File: config.mk
export PLATFORM = sky130hd
export DESIGN_NAME = muldiv_sequencer
export DESIGN_NICKNAME = d
export VERILOG_FILES = /design/src/rtl/muldiv_sequencer.sv
export SDC_FILE = /design/constraint.sdc
export NUM_CORES = 1
export LEC_CHECK = 0
export ABC_CLOCK_PERIOD_IN_PS = 1800
export BUFFER_PORTS_ARGS = -buffer_cell sky130_fd_sc_hd__buf_4
export CAP_MARGIN = 5
export CORE_MARGIN = 3
export CORE_UTILIZATION = 52
export CTS_CLUSTER_SIZE = 28
export DETAILED_ROUTE_END_ITERATION = 10
export PLACE_DENSITY = 0.75
export SLEW_MARGIN = 20
export SYNTH_ARGS = -nofsm -noshare
export SYNTH_HDL_FRONTEND = slang
export SYNTH_SLANG_ARGS = --single-unit
File: constraint.sdc
create_clock -name i_clk -period 1.8 [get_ports i_clk]
set_input_delay 0.18 -clock i_clk [delete_from_list [all_inputs] [get_ports i_clk]]
set_output_delay 0.18 -clock i_clk [all_outputs]
set_load 0.02 [all_outputs]
File: src/rtl/muldiv_sequencer.sv
// muldiv_sequencer: launches the shared multiplier/divisor, waits for completion and drives HI/LO writeback.
// Outputs are registered from the next-state decode, so they behave as Moore outputs of the current state.
module muldiv_sequencer #(
  parameter int TIMEOUT = 40,
  parameter int CNT_W   = 6
) (
  input  logic       i_clk,
  input  logic       i_rst_n,
  input  logic       i_req,
  input  logic       i_op_div,
  input  logic       i_abort,
  input  logic       i_mult_fim,
  input  logic       i_div_fim,
  input  logic       i_div_by_zero,
  output logic       o_mult_start,
  output logic       o_div_start,
  output logic       o_hi_sel,
  output logic       o_lo_sel,
  output logic       o_hi_write,
  output logic       o_lo_write,
  output logic       o_busy,
  output logic       o_done,
  output logic       o_exc,
  output logic [1:0] o_exc_code
);
  typedef enum logic [2:0] {S_IDLE, S_START, S_WAIT, S_WRITE, S_DONE, S_EXC} state_t;
  state_t            r_state, w_nxt;
  logic              r_op;
  logic [CNT_W-1:0]  r_cnt;
  logic              w_op, w_fim, w_dbz, w_tmo;
  assign w_op  = (r_state == S_IDLE) ? i_op_div : r_op;
  assign w_fim = r_op ? i_div_fim : i_mult_fim;
  assign w_dbz = r_op && i_div_by_zero;
  assign w_tmo = r_cnt == CNT_W'(TIMEOUT - 1);
  always_comb begin
    w_nxt = r_state;
    case (r_state)
      S_IDLE:  w_nxt = i_req ? S_START : S_IDLE;
      S_START: w_nxt = i_abort ? S_IDLE : S_WAIT;
      S_WAIT:  w_nxt = i_abort ? S_IDLE : w_dbz ? S_EXC : w_fim ? S_WRITE : w_tmo ? S_EXC : S_WAIT;
      S_WRITE: w_nxt = S_DONE;
      default: w_nxt = S_IDLE;
    endcase
  end
  always_ff @(posedge i_clk or negedge i_rst_n) begin
    if (!i_rst_n) begin
      r_state      <= S_IDLE;
      r_op         <= 1'b0;
      r_cnt        <= '0;
      o_mult_start <= 1'b0;
      o_div_start  <= 1'b0;
      o_hi_sel     <= 1'b0;
      o_lo_sel     <= 1'b0;
      o_hi_write   <= 1'b0;
      o_lo_write   <= 1'b0;
      o_busy       <= 1'b0;
      o_done       <= 1'b0;
      o_exc        <= 1'b0;
      o_exc_code   <= 2'b00;
    end else begin
      r_state <= w_nxt;
      if (r_state == S_IDLE && i_req) begin
        r_op       <= i_op_div;
        o_exc_code <= 2'b00;
      end
      if (r_state == S_WAIT && w_nxt == S_EXC)
        o_exc_code <= w_dbz ? 2'b01 : 2'b10;
      r_cnt <= (r_state == S_START) ? '0 :
               (r_state == S_WAIT && r_cnt != CNT_W'(TIMEOUT)) ? r_cnt + 1'b1 : r_cnt;
      o_mult_start <= w_nxt == S_START && !w_op;
      o_div_start  <= w_nxt == S_START && w_op;
      o_hi_sel     <= w_nxt != S_IDLE && w_op;
      o_lo_sel     <= w_nxt != S_IDLE && w_op;
      o_hi_write   <= w_nxt == S_WRITE;
      o_lo_write   <= w_nxt == S_WRITE;
      o_busy       <= w_nxt != S_IDLE;
      o_done       <= w_nxt == S_DONE;
      o_exc        <= w_nxt == S_EXC;
    end
  end
endmodule

==> qor.txt, run 1 <==
R2R Setup Slk - 0.28 ns
Largest net degree at the start of global routing - 20
TritonCTS Sinks - 19
CP endpoint kind - register
Max-slew headroom - 0.689
Antenna Violating Nets Remaining - 0
Root Driver - clkbuf_4
CP Depth - 5
Worst reg2reg startpoint - r_cnt[0]$_DFFE_PN0P_
Leakage - 0.000523 uW
Reg2reg path depth - 5
EDFF count, synth - 0
Max cap viols - 0
Starting DRT DRC Count - 13
Hold Path Sink - r_state[2]$_DFF_PN0_
Psw - 561 uW
Syn Std Cell Area - 968 sq um
Pwr Density - 1280 nW/um^2
Tcrit/Tclk final - 0.845
Startpoint types - register
Routed WL per cell - 13.8 um
Ys async rst share - 1.00
Int Power - 879 uW
Setup violators final - 0
Status - complete, no violations
IO Pins - 19
Number of library cell types mapped by synthesis - 33
Clock power share - 0.144
Worst skew pair latency - 0.29 ns
CTS tree - done
Cell with the most instances after synthesis - dfrtp_1
HPWL Detailed - 1.40 mm
GRT overflow - 0
Initial DRT Pass Iterations - 4
Worst Path Max Fanout - 5
Post-Place Cell Area - 1090 sq um
Crit path cell chain - inv_1 > ha_1 > nand4b_1 > o211ai_1 > mux2_2
Design area - 1130 sq um
Final setup TNS - 0 ns
Worst min path class - input pin to register
Number of port buffers - 18
Global-route wire length before repair - 2.94 mm
Register area share after synthesis - 0.491
Die Footprint - 2420 sq um
Synth top cells by count - dfrtp_1 (19), nand2_1 (8), nor2_1 (8)
Crit path DAT - 1.70 ns
Hold_ws - 0.143 ns
Clk buf depth - 2
CP max stage cell - dfrtp_1
Mapped Avg Cell Area - 10.9 sq um
Initial antenna violation count - 0
Synth top area share - 0.491
Mean number of vias per cell - 5.51
Placement Setup Slack - 0.280 ns
Syn. warnings - 0
Final Hold Viols - 0
Hold Path Depth - 2
RSZ-0062 raised after global routing - no
Sw Ratio - 0.390
Die Ht - 49.2 um
Final #Nets - 118
Final worst slack - 0.279 ns
Worst clock skew - 0.00121 ns
Site Rows - 14
Mapped Cells - 89
Final wirelength - 1.81 mm
CP Buf/Inv Count - 1
Initial Utilization - 0.594
Die W - 49.2 um
Largest cells by area after synthesis - dfrtp_1 (49%), mux2i_1 (4.1%), a21oi_1 (3.1%)
GPL Wtd Cong - 0.788
Maximum VDD drop - 0.000663 V
Layout cell share with drive strength beyond 1 - 0.252
Slew Viols, Final - 0
Syn_nets - 99
Vias in the first global route - 664
Synthesis-to-layout area growth - 16.3%
Synthesis-stage register bit count - 19
Clk pin slew, worst setup/hold paths - 0.10 ns
H-Tree Level Count - 1
Family with the most delay on the worst path - flip-flops
Worst EP required - 1.98 ns
Min Tclk post-route - 1.52 ns
Total CTS buffers - 3
Maximum clock rate - 0.658 GHz
Vias - 722
Most used DFF post-synth - dfrtp_1
Seq pwr share - 0.461
DRC errors left - 0
Core area - 1630 sq um
Gate power share - 0.395
Top cell type by total area after synthesis - dfrtp_1
Critical setup path kind - register to register
Slowest stage delay, CP - 0.44 ns
Min-delay src - i_abort
Crit Reg-Reg Endpoint - r_cnt[1]$_DFFE_PN0P_
Worst slew pin tran - 0.465 ns
Setup bufs post-CTS - 0
Total Routing Usage GR - 0.158
Number of diodes - 0
power by group through the flow:
stage / clock network, uW / registers [uW] / logic (uW)
2_1_floorplan: 0 / 663 / 426
3_3_place_gp: 0 / 665 / 565
3_5_place_dp: 0 / 671 / 570
4_1_cts: 218 / 663 / 572
5_1_grt: 238 / 681 / 618
6_report: 207 / 664 / 569
per-stage QoR:
| step | util | power [uW] | cells |
|---|---|---|---|
| after global placement | 0.668 | 1230 | 126 |
| after global routing | 0.691 | 1540 | 131 |
| after detailed placement | 0.668 | 1240 | 126 |
| after floorplan | - | 1090 | 89 |
| after CTS | 0.691 | 1450 | 131 |
| final | 0.691 | 1440 | 131 |
worst max path at each step:
| stage | startpoint | endpoint | slack [ns] |
|---|---|---|---|
| floorplan | r_cnt[0]$_DFFE_PN0P_ | r_cnt[1]$_DFFE_PN0P_ | 0.40 |
| global placement | r_state[0]$_DFF_PN0_ | r_cnt[1]$_DFFE_PN0P_ | 0.33 |
| detailed placement | r_cnt[0]$_DFFE_PN0P_ | r_cnt[1]$_DFFE_PN0P_ | 0.28 |
| CTS | r_cnt[0]$_DFFE_PN0P_ | r_cnt[1]$_DFFE_PN0P_ | 0.27 |
| global route | r_cnt[0]$_DFFE_PN0P_ | r_cnt[1]$_DFFE_PN0P_ | 0.20 |
| finish | r_cnt[0]$_DFFE_PN0P_ | r_cnt[1]$_DFFE_PN0P_ | 0.28 |
kinds of logic after synthesis:
family	after synthesis	synth area share
buffers and inverters	8	0.0581
flip-flops	19	0.491
AND/OR/NAND/NOR	40	0.270
AO/OA/AOI/OAI	15	0.102
adder cells (fa/ha/maj)	2	0.0258
multiplexers	5	0.0530
what timing repair did:
action | 4_1_cts | 5_1_grt
resized for setup | 0 | 0
hold buffers | 1 | 0
endpoints found under the hold margin | 19 | 0
registers in the layout, indices dropped and copies added (netlist names):
register,flops
o_done,1
o_busy,1
o_div_start,1
r_cnt,6
r_op,1
o_exc_code,2
o_exc,1
o_lo_write,1
r_state,3
o_lo_sel,1
o_mult_start,1
area by class of cell:
cell class                 count  area (sq um)
clock buffer                   3          22.5
clock inverter                 1          5.00
fill                         137           503
inverter                       3          11.3
multi-input combinational     62           437
sequential                    19           475
tap                           24          30.0
timing repair buffer          19           145
layout by cell type, fill, tap and decap left out, types with 2 or more instances in the layout:
master / instances
or4b_4: 2
buf_4: 18
clkbuf_4: 3
nor2_1: 8
dfrtp_1: 19
inv_1: 3
o211ai_1: 2
nor2b_1: 2
nand4b_1: 3
ha_1: 2
a21oi_1: 6
nor3_1: 3
nor3b_1: 2
nand2_1: 8
mux2i_1: 4
a31o_1: 2
or3b_1: 2
routing by layer:
layer	track usage	up-vias	wire, um
met5	0	-	0
met4	0.0569	0	12
met3	0.0336	2	104
li1	-	358	-
met1	0.195	344	767
met2	0.268	18	928
Note: power is estimated with default switching activity, not from simulation.
==> run 2: changes to the inputs <==
Settings changed: ABC_CLOCK_PERIOD_IN_PS 1800 to 1250, CORE_UTILIZATION 52 to 47, PLACE_DENSITY 0.75 to 0.71.
Clock period 1.8 ns to 1.25 ns, I/O delays scaled along.
==> qor.txt, run 2 (synthesis gave the netlist of run 1 again) <==
Worst min path class - input pin to register (unchanged)
Failing checks - setup timing
Min Tclk post-route - 1.47 ns (was 1.52 ns)
Reg with most FFs - r_cnt (unchanged)
Final worst slack - -0.215 ns (was 0.279 ns)
Post-Route Utilization - 0.821 (was 0.691)
Worst skew pair latency - 0.30 ns (was 0.29 ns)
RSZ-0062 raised after global routing - yes (was no)
Most common cell after layout, fill and taps aside - buf_4 (was dfrtp_1)
Leakage - 0.000684 uW (was 0.000523 uW)
Initial DRT Pass Iterations - 4 (unchanged)
Final Hold Viols - 0 (unchanged)
Setup violators final - 13 (was 0)
Tcrit/Tclk final - 1.17 (was 0.845)
Maximum VDD drop - 0.00119 V (was 0.000663 V)
Final wirelength - 2.60 mm (was 1.81 mm)
Crit path DAT - 1.65 ns (was 1.70 ns)
Starting DRT DRC Count - 9 (was 13)
Total CTS buffers - 3 (unchanged)
Maximum clock rate - 0.683 GHz (was 0.658 GHz)
Die W - 51.4 um (was 49.2 um)
Routed WL per cell - 16.3 um (was 13.8 um)
Synthesis-to-layout area growth - 55.9% (was 16.3%)
Mean number of vias per cell - 5.76 (was 5.51)
Clk pin slew, worst setup/hold paths - 0.10 ns (about the same)
Initial antenna violation count - 0 (unchanged)
H-Tree Level Count - 1 (unchanged)
Number of port buffers - 18 (unchanged)
Placed insts - 147 (was 126)
DRC errors left - 0 (unchanged)
Die Ht - 51.4 um (was 49.2 um)
Antenna Violating Nets Remaining - 0 (unchanged)
Core area - 1840 sq um (was 1630 sq um)
Slew Viols, Final - 0 (unchanged)
CP endpoint kind - register (unchanged)
Final #Nets - 146 (was 118)
Worst Path Max Fanout - 3 (was 5)
Status - finished with violations (was complete, no violations)
Pwr Density - 1930 nW/um^2 (was 1280 nW/um^2)
Total Routing Usage GR - 0.206 (was 0.158)
Final setup TNS - -1.59 ns (was 0 ns)
Root Driver - clkbuf_4 (unchanged)
FILL cells - 109 (was 137)
Max reg flops - 6 (unchanged)
GRT overflow - 0 (unchanged)
Site Rows - 15 (was 14)
Pwr Total - 2910 uW (was 1440 uW)
Worst slew pin tran - 0.307 ns (was 0.465 ns)
Die Footprint - 2640 sq um (was 2420 sq um)
Layout cell share with drive strength beyond 1 - 0.600 (was 0.252)
Largest net degree at the start of global routing - 20 (unchanged)
Regs by FF count - r_cnt (6), r_state (3), o_exc_code (2) (unchanged)
GPL Wtd Cong - 0.824 (was 0.788)
Initial Utilization - 0.527 (was 0.594)
Hold_ws - 0.0726 ns (was 0.143 ns)
Vias - 922 (was 722)
Vias in the first global route - 902 (was 664)
Worst clock skew - 0.0113 ns (was 0.00121 ns)
CTS tree - done (unchanged)
TritonCTS Sinks - 19 (unchanged)
Worst EP required - 1.44 ns (was 1.98 ns)
Global-route wire length before repair - 4.11 mm (was 2.94 mm)
IO Pins - 19 (unchanged)
Startpoint types - register (unchanged)
Clk buf depth - 2 (unchanged)
HPWL Detailed - 1.58 mm (was 1.40 mm)
Max cap viols - 0 (unchanged)
Layout Cells excl Fill - 160 (was 131)
Critical setup path kind - register to register (unchanged)
Number of diodes - 0 (unchanged)
Most frequent cells in the layout - buf_4 (36), dfrtp_1 (16), buf_6 (10) (was dfrtp_1 (19), buf_4 (18), nand2_1 (8), nor2_1 (8), a21oi_1 (6))
Max-slew headroom - 0.791 (was 0.689)
## run 2: per-stage QoR
stage,area [sq um],setup WS (ns)
4_1_cts,1410,-0.201
6_report,1510,-0.215
3_3_place_gp,1240,-0.125
3_5_place_dp,1240,-0.191
2_1_floorplan,975,-0.146
5_1_grt,1510,-0.275
## run 2: critical path, stage by stage, from the launching register on
cell and delay, ns:
dfrtp_1 0.43, inv_2 0.08, ha_4 0.11, nand4b_1 0.12, o211ai_1 0.25, mux2_2 0.36
## run 2: path summary, 6_finish.rpt
path | start | end | slack [ns] | cells after the start
max | r_cnt[0]$_DFFE_PN0P_ | r_cnt[1]$_DFFE_PN0P_ | -0.22 | 5
min | i_abort | r_state[2]$_DFF_PN0_ | 0.07 | 2
max reg2reg | r_cnt[0]$_DFFE_PN0P_ | r_cnt[1]$_DFFE_PN0P_ | -0.22 | 5
min reg2reg | o_exc_code[0]$_DFFE_PN0P_ | o_exc_code[0]$_DFFE_PN0P_ | 0.53 | 1
max in group asynchronous | i_rst_n | r_state[1]$_DFF_PN0_ | 0.78 | 2
min in group asynchronous | i_rst_n | r_state[0]$_DFF_PN0_ | 0.23 | 2
## run 2: metal layers
metal | wire length [um] | global-route usage | vias up
li1 | - | - | 417
met4 | 80 | 0.0655 | 0
met2 | 1370 | 0.381 | 27
met1 | 1060 | 0.241 | 469
met3 | 95 | 0.0292 | 9
met5 | 0 | 0 | -
## run 2: final cells by class
type / count / area (sq um) / area share
tap: 25 / 31.3 / 0.0207
clock buffer: 4 / 26.3 / 0.0174
timing repair buffer: 47 / 393 / 0.260
inverter: 3 / 11.3 / 0.00746
multi-input combinational: 62 / 569 / 0.377
sequential: 19 / 479 / 0.317
## run 2: report_power, final
group,switching [uW],internal [uW],leakage (uW)
combinational,762,896,0.000420
clock,186,124,0.0000150
sequential,169,771,0.000249
total,1120,1790,0.000684
## run 2: what timing repair did
item | 4_1_cts | 5_1_grt
resized for setup | 24 | 21
hold buffers | 1 | 0
hold endpoints to repair | 19 | 0
buffers inserted | 6 | 3
setup endpoints to repair | 16 | 17
pin swaps | 11 | 11
